### src/rtl/soc_uart.sv
// soc_uart: memory-mapped 8N1 UART with a programmable baud divider and an RX FIFO.
// Ports: clk/reset (sync, active-high); ser_tx/ser_rx are the pads;
//   reg_div_* is the divider register; reg_dat_* is the data register (write = TX, read = RX pop);
//   rx_overrun/rx_frame_err are sticky error flags, and err_clr clears them.
module soc_uart #(
   parameter int unsigned DEFAULT_DIV = 104,
   parameter int unsigned RX_DEPTH    = 4
) (
   input  logic        clk,
   input  logic        reset,
   output logic        ser_tx,
   input  logic        ser_rx,
   input  logic [3:0]  reg_div_we,
   input  logic [31:0] reg_div_di,
   output logic [31:0] reg_div_do,
   input  logic        reg_dat_we,
   input  logic        reg_dat_re,
   input  logic [31:0] reg_dat_di,
   output logic [31:0] reg_dat_do,
   output logic        reg_dat_wait,
   output logic        rx_overrun,
   output logic        rx_frame_err,
   input  logic        err_clr
);
   localparam int PW = $clog2(RX_DEPTH);
   localparam int CW = PW + 1;

   typedef enum logic [1:0] {S_IDLE, S_START, S_DATA, S_STOP} state_e;

   // ---------------- divider ----------------
   logic [31:0] div_q, div_d, bit_len;
   // Very small divisors are clamped so that half a bit is always at least 2 cycles.
   assign bit_len = (div_q < 32'd4) ? 32'd4 : div_q;

   always_comb begin
      div_d = div_q;
      for (int i = 0; i < 4; i++)
         if (reg_div_we[i]) div_d[8*i +: 8] = reg_div_di[8*i +: 8];
   end

   // ---------------- transmitter ----------------
   state_e      tx_state_q, tx_state_d;
   logic [31:0] tx_cnt_q, tx_cnt_d;
   logic [2:0]  tx_bit_q, tx_bit_d;
   logic [7:0]  tx_shift_q, tx_shift_d;
   logic        tx_q, tx_d;
   logic        unused_dat_di;

   assign unused_dat_di = ^reg_dat_di[31:8];

   always_comb begin
      tx_state_d = tx_state_q;
      tx_cnt_d   = tx_cnt_q;
      tx_bit_d   = tx_bit_q;
      tx_shift_d = tx_shift_q;
      // Bit counters are reloaded from bit_len only at bit boundaries, so a
      // divider write mid-frame applies from the next bit onwards.
      case (tx_state_q)
         S_IDLE: if (reg_dat_we) begin
            tx_shift_d = reg_dat_di[7:0];
            tx_cnt_d   = bit_len - 32'd1;
            tx_state_d = S_START;
         end
         S_START: if (tx_cnt_q == 32'd0) begin
            tx_state_d = S_DATA;
            tx_cnt_d   = bit_len - 32'd1;
            tx_bit_d   = 3'd0;
         end else tx_cnt_d = tx_cnt_q - 32'd1;
         S_DATA: if (tx_cnt_q == 32'd0) begin
            if (tx_bit_q == 3'd7) begin
               // The IDLE cycle that follows is the last stop-bit cycle, so
               // STOP itself lasts one cycle less; a held write then starts
               // its start bit straight after a full-length stop bit.
               tx_state_d = S_STOP;
               tx_cnt_d   = bit_len - 32'd2;
            end else begin
               tx_shift_d = {1'b0, tx_shift_q[7:1]};
               tx_bit_d   = tx_bit_q + 3'd1;
               tx_cnt_d   = bit_len - 32'd1;
            end
         end else tx_cnt_d = tx_cnt_q - 32'd1;
         S_STOP: if (tx_cnt_q == 32'd0) tx_state_d = S_IDLE;
                 else tx_cnt_d = tx_cnt_q - 32'd1;
         default: tx_state_d = S_IDLE;
      endcase
      // Pad output registered from next state to keep ser_tx glitch-free.
      tx_d = 1'b1;
      if (tx_state_d == S_START)     tx_d = 1'b0;
      else if (tx_state_d == S_DATA) tx_d = tx_shift_d[0];
   end

   assign ser_tx       = tx_q;
   assign reg_dat_wait = reg_dat_we & (tx_state_q != S_IDLE);

   // ---------------- receiver ----------------
   logic        rx_meta_q, rxs_q;
   state_e      rx_state_q, rx_state_d;
   logic [31:0] rx_cnt_q, rx_cnt_d;
   logic [2:0]  rx_bit_q, rx_bit_d;
   logic [7:0]  rx_shift_q, rx_shift_d;
   logic        rx_push, ferr_set;

   always_comb begin
      rx_state_d = rx_state_q;
      rx_cnt_d   = rx_cnt_q;
      rx_bit_d   = rx_bit_q;
      rx_shift_d = rx_shift_q;
      rx_push    = 1'b0;
      ferr_set   = 1'b0;
      case (rx_state_q)
         S_IDLE: if (!rxs_q) begin
            rx_state_d = S_START;
            rx_cnt_d   = (bit_len >> 1) - 32'd1;
         end
         S_START: if (rx_cnt_q == 32'd0) begin
            if (rxs_q) rx_state_d = S_IDLE;   // false start
            else begin
               rx_state_d = S_DATA;
               rx_cnt_d   = bit_len - 32'd1;
               rx_bit_d   = 3'd0;
            end
         end else rx_cnt_d = rx_cnt_q - 32'd1;
         S_DATA: if (rx_cnt_q == 32'd0) begin
            rx_shift_d = {rxs_q, rx_shift_q[7:1]};
            rx_cnt_d   = bit_len - 32'd1;
            if (rx_bit_q == 3'd7) rx_state_d = S_STOP;
            else                  rx_bit_d   = rx_bit_q + 3'd1;
         end else rx_cnt_d = rx_cnt_q - 32'd1;
         S_STOP: if (rx_cnt_q == 32'd0) begin
            rx_state_d = S_IDLE;
            rx_push    = rxs_q;
            ferr_set   = ~rxs_q;
         end else rx_cnt_d = rx_cnt_q - 32'd1;
         default: rx_state_d = S_IDLE;
      endcase
   end

   // ---------------- RX FIFO ----------------
   logic [7:0]    fifo_mem_q [RX_DEPTH];
   logic [PW-1:0] wr_ptr_q, rd_ptr_q;
   logic [CW-1:0] count_q;
   logic          fifo_empty, fifo_full, pop, push_ok, ovr_set;

   assign fifo_empty = (count_q == '0);
   assign fifo_full  = (count_q == CW'(RX_DEPTH));
   assign pop        = reg_dat_re & ~fifo_empty;
   // A simultaneous pop frees a slot for the incoming byte even when full.
   assign push_ok    = rx_push & (~fifo_full | pop);
   assign ovr_set    = rx_push & fifo_full & ~pop;
   assign reg_dat_do = fifo_empty ? 32'hFFFF_FFFF : {24'b0, fifo_mem_q[rd_ptr_q]};

   always_ff @(posedge clk)
      if (push_ok) fifo_mem_q[wr_ptr_q] <= rx_shift_q;

   // ---------------- state registers ----------------
   always_ff @(posedge clk) begin
      if (reset) begin
         div_q        <= 32'(DEFAULT_DIV);
         tx_state_q   <= S_IDLE;
         tx_cnt_q     <= '0;
         tx_bit_q     <= '0;
         tx_shift_q   <= '0;
         tx_q         <= 1'b1;
         rx_meta_q    <= 1'b1;
         rxs_q        <= 1'b1;
         rx_state_q   <= S_IDLE;
         rx_cnt_q     <= '0;
         rx_bit_q     <= '0;
         rx_shift_q   <= '0;
         wr_ptr_q     <= '0;
         rd_ptr_q     <= '0;
         count_q      <= '0;
         rx_overrun   <= 1'b0;
         rx_frame_err <= 1'b0;
      end else begin
         div_q      <= div_d;
         tx_state_q <= tx_state_d;
         tx_cnt_q   <= tx_cnt_d;
         tx_bit_q   <= tx_bit_d;
         tx_shift_q <= tx_shift_d;
         tx_q       <= tx_d;
         rx_meta_q  <= ser_rx;
         rxs_q      <= rx_meta_q;
         rx_state_q <= rx_state_d;
         rx_cnt_q   <= rx_cnt_d;
         rx_bit_q   <= rx_bit_d;
         rx_shift_q <= rx_shift_d;
         if (push_ok) wr_ptr_q <= wr_ptr_q + PW'(1);
         if (pop)     rd_ptr_q <= rd_ptr_q + PW'(1);
         if (push_ok && !pop)      count_q <= count_q + CW'(1);
         else if (pop && !push_ok) count_q <= count_q - CW'(1);
         // Setting an error wins over a clear in the same cycle.
         if (ovr_set)      rx_overrun   <= 1'b1;
         else if (err_clr) rx_overrun   <= 1'b0;
         if (ferr_set)     rx_frame_err <= 1'b1;
         else if (err_clr) rx_frame_err <= 1'b0;
      end
   end

   assign reg_div_do = div_q;
endmodule

### config.mk
export PLATFORM = sky130hd
export DESIGN_NAME = soc_uart
export DESIGN_NICKNAME = d
export VERILOG_FILES = /design/src/rtl/soc_uart.sv
export SDC_FILE = /design/constraint.sdc
export NUM_CORES = 1
export LEC_CHECK = 0
export BUFFER_PORTS_ARGS = -buffer_cell sky130_fd_sc_hd__buf_4
export CORE_UTILIZATION = 28
export DETAILED_ROUTE_END_ITERATION = 6
export HOLD_SLACK_MARGIN = 0.1
export PLACE_DENSITY = 0.49
export SLEW_MARGIN = 30
export SYNTH_ARGS = -nofsm -noshare
export SYNTH_HDL_FRONTEND = slang
export SYNTH_SLANG_ARGS = --single-unit
export TNS_END_PERCENT = 1
### constraint.sdc
create_clock -name clk -period 5 [get_ports clk]
set_input_delay 1 -clock clk [delete_from_list [all_inputs] [get_ports clk]]
set_output_delay 1 -clock clk [all_outputs]
set_load 0.01 [all_outputs]
; Word level (Yosys, flattened, before mapping)
; Memories as Yosys holds them, arrays and structs flattened. A register that Yosys moved wholly into a read port is not among the register bits.
; Index checks and enable logic that the tools add are counted.
[op_classes]
n_addsub = 11
n_lt_le_gt_ge = 1
n_eq_ne = 25
muxes = 55
bitwise = 10
n_reduce_logical = 23
[op_table]
columns = op, count
row1 = two-way mux 32 bit, 12
row2 = case mux 32 bit (4 select lines), 2
row3 = "subtractor 32 x 1 -> 32 bit, second input constant", 3
row4 = logical NOT 32 bit, 2
row5 = "< comparator 32 x 3 -> 1 bit, second input constant", 1
row6 = "subtractor 31 x 1 -> 32 bit, second input constant", 1
row7 = "subtractor 32 x 2 -> 32 bit, second input constant", 1
row8 = two-way mux 3 bit, 9
row9 = two-way mux 2 bit, 13
row10 = "!= test 2 bit, second input constant", 13
row11 = two-way mux 8 bit, 3
row12 = case mux 2 bit (4 select lines), 2
row13 = case mux 8 bit (2 select lines), 1
row14 = nonzero test 2 bit, 7
row15 = case mux 3 bit (2 select lines), 2
row16 = two-way mux 1 bit, 11
row17 = "equality test 2 bit, second input constant", 5
row18 = AND reduction 5 bit, 2
row19 = "adder 3 x 1 -> 3 bit, second input constant", 3
row20 = "equality test 3 bit, second input constant", 3
row21 = AND reduction 4 bit, 2
row22 = "equality test 2 x 1 -> 1 bit, second input constant", 3
row23 = AND 1 bit, 5
row24 = "adder 2 x 1 -> 2 bit, second input constant", 2
row25 = other kinds (10), 17
[word_totals]
regBits = 134
ram_bits = 32
input_bits = 74
out_inout_bits = 68
n_memories = 1
[mem_list]
columns = name, depth, width, read_ports, rd_clocked_by_memory_dff, wr, line_no
row1 = fifo_mem_q, 4, 8, 1, 1, 1, 139  ; logic [7:0] fifo_mem_q [RX_DEPTH];

; Longest topological paths before layout
; Gate-level depths: netlist of run 1.
[depth]
depth_word = 9
mapped_depth = 15
depth_no_buf = 13

; Least setup slack after synthesis of run 1
; OpenSTA, ideal clock, no wires.
[synth_timing]
kind = register to register
startpoint = reg div_q[16] (netlist: reg_div_do[16])
endpoint = reg rx_cnt_q[18]
setup_ns = 0.117
arrival_time_ns = 4.185
t_required_ns = 4.883
slack_ns = 0.698
stages_incl_launch_ff = 16
path_buffers = 3
period_less_slack_ns = 4.302
cell_sequence = dfxtp_1 buf_6 or4_4 buf_6 nor4_4 a31oi_4 inv_2 buf_4 ha_1 or3b_2 nor4_4 o211ai_2 or3_1 xnor2_1 a221o_1 a32o_1
[synth_between]
elab_chain_cells = 6
[synth_rtl]
columns = item, line_no
row1 = start: declaration, 31  ; logic [31:0] div_q, div_d, bit_len;
row2 = start signal: assignment, 158  ; div_q <= 32'(DEFAULT_DIV);
row3 = start signal: assignment, 176  ; div_q <= div_d;
row4 = < comparator 32 x 3 -> 1 bit, 33  ; assign bit_len = (div_q < 32'd4) ? 32'd4 : div_q;
row5 = two-way mux 32 bit *, 33
row6 = subtractor 32 x 1 -> 32 bit, "119, 125"
row7 = two-way mux 32 bit, 116  ; if (rxs_q) rx_state_d = S_IDLE;
row8 = two-way mux 32 bit, 115  ; S_START: if (rx_cnt_q == 32'd0) begin
row9 = case mux 32 bit (4 select lines) *, 110  ; case (rx_state_q)
row10 = end signal: assignment, 185  ; rx_cnt_q <= rx_cnt_d;
row11 = end: declaration, 98  ; logic [31:0] rx_cnt_q, rx_cnt_d;
; Mark *: on every way between the ends. The rest lies on a longest branch, timed or not. The select of a mux whose other input is x is not followed.
; A chain may end at the register's enable or synchronous reset.

; Final worst setup path of run 1
[layout_timing]
startpoint = reg div_q[26] (netlist: reg_div_do[26])
endpoint = reg rx_cnt_q[18]
[layout_between]
elab_chain_cells = 6
[layout_rtl]
columns = item, line_no
row1 = < comparator 32 x 3 -> 1 bit *, 33
row2 = two-way mux 32 bit *, 33
row3 = subtractor 32 x 1 -> 32 bit, "119, 125"
row4 = two-way mux 32 bit, 116
row5 = two-way mux 32 bit, 115
row6 = case mux 32 bit (4 select lines) *, 110
; Marks and branches as above.

==> results of run 1 <==
==> cell usage after synthesis (23+ instances only) <==
cell,n
nor3_1,40
nor4_1,36
a31oi_1,23
or3_1,23
buf_4,27
nor2_1,133
nand3_1,31
mux2i_1,39
o21ai_0,52
xnor2_1,56
clkbuf_1,74
dfxtp_1,136
inv_1,24
a21oi_1,101
xor2_1,42
nand2_1,103
edfxtp_1,32
==> cell families after synthesis <==
group,Yosys count,share of synthesized area [%]
and+or+nand+nor,502,23.9
AOI/OAI and AO/OA,361,21.7
DFF,168,32.7
buffers and inverters,158,6.63
xor gates and xnor gates,98,7.62
muxes,48,5.17
adders and majority gates,19,2.18
==> sequential cells by signal, summed over array words and instances, names as in the netlist, named ones only <==
| register | count |
|---|---|
| fifo_mem_q | 32 |
| reg_div_do | 32 |
| rx_cnt_q | 32 |
| tx_cnt_q | 32 |
| rx_shift_q | 8 |
| tx_shift_q | 8 |
| count_q | 3 |
| rx_bit_q | 3 |
| tx_bit_q | 3 |
| rd_ptr_q | 2 |
| tx_state_q | 2 |
| wr_ptr_q | 2 |
| rx_frame_err | 1 |
| rx_meta_q | 1 |
| rx_overrun | 1 |
| rx_state_q | 1 |
| rxs_q | 1 |
| ser_tx | 1 |
==> stage by stage <==
stage / area, sq um / setup slack (ns) / instances / utilization [%] / power (W)
2_1_floorplan: 11300 / 0.698 / 1354 / - / 0.00377
3_3_place_gp: 12600 / 0.592 / 1928 / 31.8 / 0.00448
3_5_place_dp: 12600 / 0.556 / 1928 / 31.8 / 0.00450
4_1_cts: 13200 / 0.550 / 1960 / 33.2 / 0.00585
5_1_grt: 13200 / 0.425 / 1960 / 33.2 / 0.00623
6_report: 13200 / 0.549 / 1960 / 33.2 / 0.00586
==> report_power, final <==
part	internal (W)	switching, W	leakage (nW)
sequential	0.00154	0.000213	1.41
combinational	0.00107	0.00171	3.15
clock	0.000702	0.000639	0.278
==> worst max-delay path, delay by kind of cell, from the launching register on <==
family | cells | cell delay [ns]
and+or+nand+nor | 7 | 2.71
DFF | 1 | 0.43
xor gates and xnor gates | 1 | 0.25
AOI/OAI and AO/OA | 3 | 0.74
adders and majority gates | 1 | 0.23
==> worst paths after layout <==
check        cells past startpoint  slack (ns)                         to                         from
max                             12        0.55  rx_cnt_q[18]$_SDFFE_PP0P_  reg_div_do[26]$_SDFFE_PP0P_
max reg2reg                     12        0.55  rx_cnt_q[18]$_SDFFE_PP0P_  reg_div_do[26]$_SDFFE_PP0P_
min                              1        0.41           rxs_q$_SDFF_PP1_         rx_meta_q$_SDFF_PP1_
min reg2reg                      1        0.41           rxs_q$_SDFF_PP1_         rx_meta_q$_SDFF_PP1_
==> cell type report <==
type / instances / area (sq um)
Clock buffer: 18 / 429
Clock inverter: 14 / 139
Fill cell: 4205 / 26500
Inverter: 28 / 105
Multi-Input combinational cell: 1028 / 6840
Sequential cell: 168 / 3680
Tap cell: 525 / 657
Timing Repair Buffer: 179 / 1340
==> layer usage <==
metal,up-vias,share of wire (%),track usage [%]
met2,471,45,31.7
met3,79,6.0,2.94
li1,5146,-,-
met4,0,4.4,9.40
met5,-,0,0
met1,5279,44,27.1
==> results.cfg, run 1 <==
[outcome]
status = finished, final reports clean

[yosys]
yosysUniqueCellTypes = 98
synthFlopType = dfxtp_1
yosysWarningCount = 0
yosys-top-cells-area = dfxtp_1, edfxtp_1, a21oi_1
syn_area_per_cell_sq_um = 8.31
syn-cell-area_sq_mm = 0.0113
synth_top_area_share_pct = 24.2
synth_edf_count = 32
syn_inst = 1354
synth.yosys.seq_area_share_pct = 32.7
synth_nets = 1447
synth-seq-cells = 168
yosys.area.top_type = dfxtp_1
async_flop_share_pct = 0

[worst_hold_path]
hp-class = reg -> reg

[die]
rows = 73
ioPinCount = 142
die_w_um = 203
die_height_um = 203
core-area_sq_mm = 0.0397
start_util_pct = 28.3
die_area_sq_mm = 0.0410

[worst_setup_path]
cp_common_cell = nor4_4
worst-setup-path-type = reg -> reg
crit_required_ns = 5.34
crit_path_end_kind = flip-flop
crit_path_start_kind = flip-flop
path_cells = or4_4 > nor4_4 > nand3_2 > nand2_1 > ha_1 > or3b_2 > nor4_4 > o211ai_2 > or3_1 > xnor2_1 > a221o_1 > a32o_1
crit_path_max_incr_delay_ns = 0.63
cp_max_fo = 9
cp_slowest_cell = or4_4
cp.arrival_ns = 4.79

[finish]
final_cell_mix = buf_4, dfxtp_1, nor2_1
diodes = 0
drive_gt1_share_pct = 19.2
mostFrequentLayoutCell = buf_4
area_delta_synth_final_pct = 17.2
layout.nets = 1515

[sta]
clock.fmax_mhz = 225
min_period_ns = 4.45
tns_ns = 0
skew_ns = 0.0178
tightestPinTransition_ns = 0.943
hold_violations = 0
rsz0062_at_grt = false
fin_crit_sh_pct = 89.0
hold_ws_ns = 0.415
relSlewSlack_pct = 36.6
finalMaxSlewViolations = 0
setup_viol = 0

[clock_network]
clock-sinks = 168
cts_buffers = 17
clk_pin_slew_worst_paths_ns = 0.07
cts_setup_buffers = 0
cts-root-buf = clkbuf_16
cts_max_level = 4
clk_latency_ns = 0.45
holdBufCountCts = 0
clockBufferDepth = 2
cts_tree = built
cts.repair.resized = 0

[detailed_routing]
routed_wl_mm = 41.6
routedWlPerCell_um = 21.2
dr.pass1.iters = 5
drtIter0Drc = 935
drc = 0
drtAntennaViolNets = 0
viasPerCell = 5.60
vias = 11000

[global_route]
grt-ovfl-total = 0
antenna_found_initial = 0
grt_pass1_wl_mm = 63.4
grtUsageTotal_pct = 20.1
grt_pass1_vias = 10300
grt_max_degree = 55

[placed_design]
place_congestion = 0.920
port_buffers = 117
dp_hpwl_mm = 30.8

[power]
leakagePower_nw = 4.84
ir_worst_vdd_uv = 263
cellPowerDensity_mw_per_mm2 = 444

[flow_run]
maxCapViolations = 0
No activity file was read; power rests on OpenSTA's default activity.
==> inputs of run 2 (changes only) <==
==> constraint.sdc (replaced) <==
create_clock -name clk -period 5.1 [get_ports clk]
set_input_delay 1.02 -clock clk [delete_from_list [all_inputs] [get_ports clk]]
set_output_delay 1.02 -clock clk [all_outputs]
set_load 0.01 [all_outputs]
==> results.cfg, run 2 (synthesis gave the netlist of run 1 again) <==
[outcome]
status = finished, violations left
violations = design-rule violations

[worst_hold_path]
hp-class = reg -> reg
hold_end = rxs_q$_SDFF_PP1_
min_from = rx_meta_q$_SDFF_PP1_
min_path_cells = 1

[clock_network]
cts_tree = built
holdBufCountCts = 0
cts.repair.resized = 0
clk_pin_slew_worst_paths_ns = 0.07
clockBufferDepth = 2
clock-sinks = 168
cts_setup_buffers = 0
clk_latency_ns = 0.45
cts_buffers = 17
cts-root-buf = clkbuf_16
cts_max_level = 4

[global_route]
grt_pass1_vias = 10400
grt-ovfl-total = 0
met1_usage_pct = 26.7
grtUsageTotal_pct = 20.2
gr-usage-met3_pct = 3.84
grt_pass1_wl_mm = 63.6
antenna_found_initial = 0
met2_usage_pct = 31.5
busiest_layer = met2
grt_max_degree = 55

[worst_setup_path]
crit_path_max_incr_delay_ns = 0.64
crit_required_ns = 5.46
r2r-start = reg_div_do[26]$_SDFFE_PP0P_
r2r_slack_ns = 0.48
cp.arrival_ns = 4.98
cp_max_fo = 9
cp_slowest_cell = or4_4
r2r_cells = 13
path_cells = or4_4 > nor4_4 > nand3_2 > nand2_1 > ha_1 > or3b_1 > nor4_2 > buf_4 > nand4bb_1 > nor2_1 > xor2_1 > o311ai_0 > o32ai_1
crit_path_start_kind = flip-flop
worst-setup-path-type = reg -> reg
crit_path_end_kind = flip-flop
rr_endpoint = tx_cnt_q[29]$_SDFFE_PP0P_

[sta]
min_period_ns = 4.62
tns_ns = 0
skew_ns = 0.0160
rsz0062_at_grt = false
relSlewSlack_pct = 31.5
tightestPinTransition_ns = 1.02
setup_viol = 0
clock.fmax_mhz = 216
hold_violations = 0
fin_crit_sh_pct = 90.7
finalMaxSlewViolations = 0

[detailed_routing]
drtAntennaViolNets = 0
drc = 1
routed_wl_mm = 41.5
dr.pass1.iters = 7
viasPerCell = 5.67
vias = 11100
drtIter0Drc = 970
routedWlPerCell_um = 21.3

[placed_design]
place_congestion = 0.909
placed_cells = 1918
port_buffers = 117
dp_hpwl_mm = 30.4

[finish]
layout.nets = 1505
diodes = 0
final_cell_mix = buf_4, dfxtp_1, nor2_1
fin_cells = 1950
area_delta_synth_final_pct = 16.9
mostFrequentLayoutCell = buf_4
drive_gt1_share_pct = 18.8

[die]
die_area_sq_mm = 0.0410
die_height_um = 203
core-area_sq_mm = 0.0397
rows = 73
die_w_um = 203
start_util_pct = 28.3
ioPinCount = 142

[power]
cellPowerDensity_mw_per_mm2 = 442
leakagePower_nw = 4.81
ir_worst_vdd_uv = 267

[flow_run]
maxCapViolations = 0
## run 2: cell count changes in the layout (fill, tap and decap cells not counted), sizes merged
cell and delta:
bufinv +1, inv +3, buf -10, clkinv -4
## run 2: power by group
part	leakage [nW]	total [W]	internal, W	switching [W]
Combinational	3.10	0.00269	0.00103	0.00166
Sequential	1.41	0.00173	0.00151	0.000219
Clock	0.300	0.00139	0.000754	0.000638
Total	4.81	0.00581	0.00330	0.00252
## run 2: worst max path at each step
stage,endpoint,cells past startpoint,startpoint
after global routing,tx_cnt_q[29]$_SDFFE_PP0P_,13,reg_div_do[26]$_SDFFE_PP0P_
after floorplan,rx_cnt_q[18]$_SDFFE_PP0P_,15,reg_div_do[16]$_SDFFE_PP0P_
after CTS,tx_cnt_q[29]$_SDFFE_PP0P_,13,reg_div_do[26]$_SDFFE_PP0P_
after global placement,tx_cnt_q[29]$_SDFFE_PP0P_,13,reg_div_do[26]$_SDFFE_PP0P_
final,tx_cnt_q[29]$_SDFFE_PP0P_,13,reg_div_do[26]$_SDFFE_PP0P_
after detailed placement,tx_cnt_q[29]$_SDFFE_PP0P_,13,reg_div_do[26]$_SDFFE_PP0P_
## run 2: layout make-up
type,instances,area [sq um]
multi-input cells,1028,6840
inverters,28,105
clock inverters,14,176
flip-flops and latches,168,3680
clock buffers,18,433
repair buffers,169,1270
fillers,4210,26600
well taps,525,657
## run 2: worst max-delay path, delay by kind of cell (launching register included)
kind / cells / cell delay (ns)
AOI/OAI and AO/OA: 2 / 0.47
xor gates and xnor gates: 1 / 0.39
adders and majority gates: 1 / 0.26
buffers and inverters: 1 / 0.21
DFF: 1 / 0.45
and+or+nand+nor: 8 / 2.73
## run 2: metrics by stage
stage | total power [W] | util, % | hold slack (ns) | cell area (sq um) | setup slack, ns
5_1_grt | 0.00617 | 33.1 | 0.452 | 13200 | 0.279
3_3_place_gp | 0.00438 | 31.6 | 0.401 | 12500 | 0.599
2_1_floorplan | 0.00369 | - | 0.389 | 11300 | 0.798
4_1_cts | 0.00580 | 33.1 | 0.431 | 13200 | 0.563
6_report | 0.00581 | 33.1 | 0.424 | 13200 | 0.476
3_5_place_dp | 0.00440 | 31.6 | 0.409 | 12500 | 0.592
## run 2: routing by layer
layer	part of all wire, %	vias up
li1	-	5130
met1	43	5346
met2	45	487
met3	7.2	99
met4	4.9	0
met5	0	-
==> inputs of run 3 (changes only) <==
--- a/config.mk
+++ b/config.mk
@@ -10,6 +10,7 @@
 export DETAILED_ROUTE_END_ITERATION = 6
 export HOLD_SLACK_MARGIN = 0.1
 export PLACE_DENSITY = 0.49
+export REMOVE_ABC_BUFFERS = 1
 export SLEW_MARGIN = 30
 export SYNTH_ARGS = -nofsm -noshare
 export SYNTH_HDL_FRONTEND = slang
==> results.cfg, run 3 (synthesis gave the netlist of run 1 again) <==
[outcome]
status = finished, final reports clean

[worst_setup_path]
cp_max_fo = 10
cp.arrival_ns = 5.01
r2r_slack_ns = 0.45
path_cells = or3_1 > nor4_4 > nand3_2 > nand2_1 > ha_1 > or3b_1 > nor4_2 > buf_4 > nand4bb_1 > nor2_1 > xor2_1 > o311ai_0 > o32ai_1
rr_endpoint = tx_cnt_q[29]$_SDFFE_PP0P_
r2r-start = reg_div_do[5]$_SDFFE_PP1P_
r2r_cells = 13
worst-setup-path-type = reg -> reg
crit_path_end_kind = flip-flop
crit_required_ns = 5.46
crit_path_max_incr_delay_ns = 0.62
crit_path_start_kind = flip-flop
cp_slowest_cell = or3_1

[global_route]
grt_max_degree = 49
grt-ovfl-total = 0
grtUsageTotal_pct = 19.9
antenna_found_initial = 1
grt_pass1_wl_mm = 62.2
grt_pass1_vias = 10000

[sta]
rsz0062_at_grt = false
hold_violations = 0
tightestPinTransition_ns = 0.923
finalMaxSlewViolations = 0
setup_viol = 0
hold_ws_ns = 0.420
relSlewSlack_pct = 37.8
clock.fmax_mhz = 215
tns_ns = 0
fin_crit_sh_pct = 91.2
skew_ns = 0.0126
setup_slack_ns = 0.451
min_period_ns = 4.65

[detailed_routing]
routedWlPerCell_um = 21.2
viasPerCell = 5.58
drtIter0Drc = 1058
drc = 0
dr.pass1.iters = 7
routed_wl_mm = 41.2
drtAntennaViolNets = 0
vias = 10900

[power]
p_int_w = 0.00328
clock_power_share_pct = 24.1
ir_worst_vdd_uv = 277
cellPowerDensity_mw_per_mm2 = 442
swShare_pct = 43.4
power_frac_seq_pct = 29.8
leakagePower_nw = 4.78
combPwrFrac_pct = 46.0
switching_power_w = 0.00251

[finish]
fill_cells = 4190
drive_gt1_share_pct = 18.3
area_delta_synth_final_pct = 16.5
final_cell_mix = buf_4, dfxtp_1, nor2_1
layout.nets = 1498
register_area_sq_mm = 0.00368
multi_input_area_sq_mm = 0.00684
mostFrequentLayoutCell = buf_4

[clock_network]
clk_latency_ns = 0.45
cts_buffers = 17
cts_max_level = 4
cts_tree = built
cts-root-buf = clkbuf_16
clock-sinks = 168
cts_setup_buffers = 0
clockBufferDepth = 2
holdBufCountCts = 0
clk_pin_slew_worst_paths_ns = 0.07
cts.repair.resized = 0

[die]
rows = 73
die_height_um = 203
core-area_sq_mm = 0.0397
die_w_um = 203
ioPinCount = 142
die_area_sq_mm = 0.0410
start_util_pct = 28.3

[worst_hold_path]
min_path_cells = 1
min_from = rx_meta_q$_SDFF_PP1_
hold_end = rxs_q$_SDFF_PP1_
hp-class = reg -> reg

[placed_design]
dp_hpwl_mm = 30.2
port_buffers = 117
place_congestion = 0.931
dp_slack_ns = 0.519

[flow_run]
maxCapViolations = 0
run 3: worst max-delay path by stage:
stage | start | slack (ns) | end | depth (start not counted)
after floorplan | reg_div_do[16]$_SDFFE_PP0P_ | 0.85 | rx_cnt_q[18]$_SDFFE_PP0P_ | 12
after global placement | reg_div_do[5]$_SDFFE_PP1P_ | 0.62 | rx_cnt_q[18]$_SDFFE_PP0P_ | 12
after detailed placement | reg_div_do[5]$_SDFFE_PP1P_ | 0.52 | tx_cnt_q[29]$_SDFFE_PP0P_ | 13
after CTS | reg_div_do[5]$_SDFFE_PP1P_ | 0.52 | tx_cnt_q[29]$_SDFFE_PP0P_ | 13
after global routing | reg_div_do[5]$_SDFFE_PP1P_ | 0.22 | tx_cnt_q[29]$_SDFFE_PP0P_ | 13
final | reg_div_do[5]$_SDFFE_PP1P_ | 0.45 | tx_cnt_q[29]$_SDFFE_PP0P_ | 13
run 3: power by group through the flow:
stage / Sequential (W) / Combinational, W / Clock (W)
floorplan: 0.00171 / 0.00178 / 0
global placement: 0.00175 / 0.00261 / 0
detailed placement: 0.00175 / 0.00261 / 0
CTS: 0.00172 / 0.00262 / 0.00142
global route: 0.00175 / 0.00290 / 0.00147
finish: 0.00173 / 0.00267 / 0.00140
run 3: through the flow:
stage                     power, W  utilization [%]  area [sq um]  cells
after floorplan            0.00349                -         10600   1224
after global placement     0.00435             31.5         12500   1911
after detailed placement   0.00436             31.5         12500   1911
after CTS                  0.00577             33.0         13100   1943
after global routing       0.00613             33.0         13100   1943
final                      0.00579             33.0         13100   1944
run 3: metal layers:
metal | part of all wire [%] | global-route usage (%)
met4 | 3.8 | 8.03
met5 | 0 | 0
met1 | 45 | 26.4
met3 | 5.5 | 3.34
met2 | 46 | 31.8
run 3: layout make-up:
class	instances	share of cell area (%)
Multi-Input combinational cell	1028	52.1
Sequential cell	168	28.1
Timing Repair Buffer	162	9.27
Tap cell	525	5.01
Clock buffer	17	3.24
Clock inverter	15	1.43
Inverter	28	0.801
Antenna cell	1	0.0191
run 3: worst max-delay path: cells and delay by family, from the launching register on:
kind / cells / cell delay [ns]
AOI/OAI and AO/OA: 2 / 0.45
xor gates and xnor gates: 1 / 0.40
adders and majority gates: 1 / 0.27
buffers and inverters: 1 / 0.20
DFF: 1 / 0.42
and+or+nand+nor: 8 / 2.81
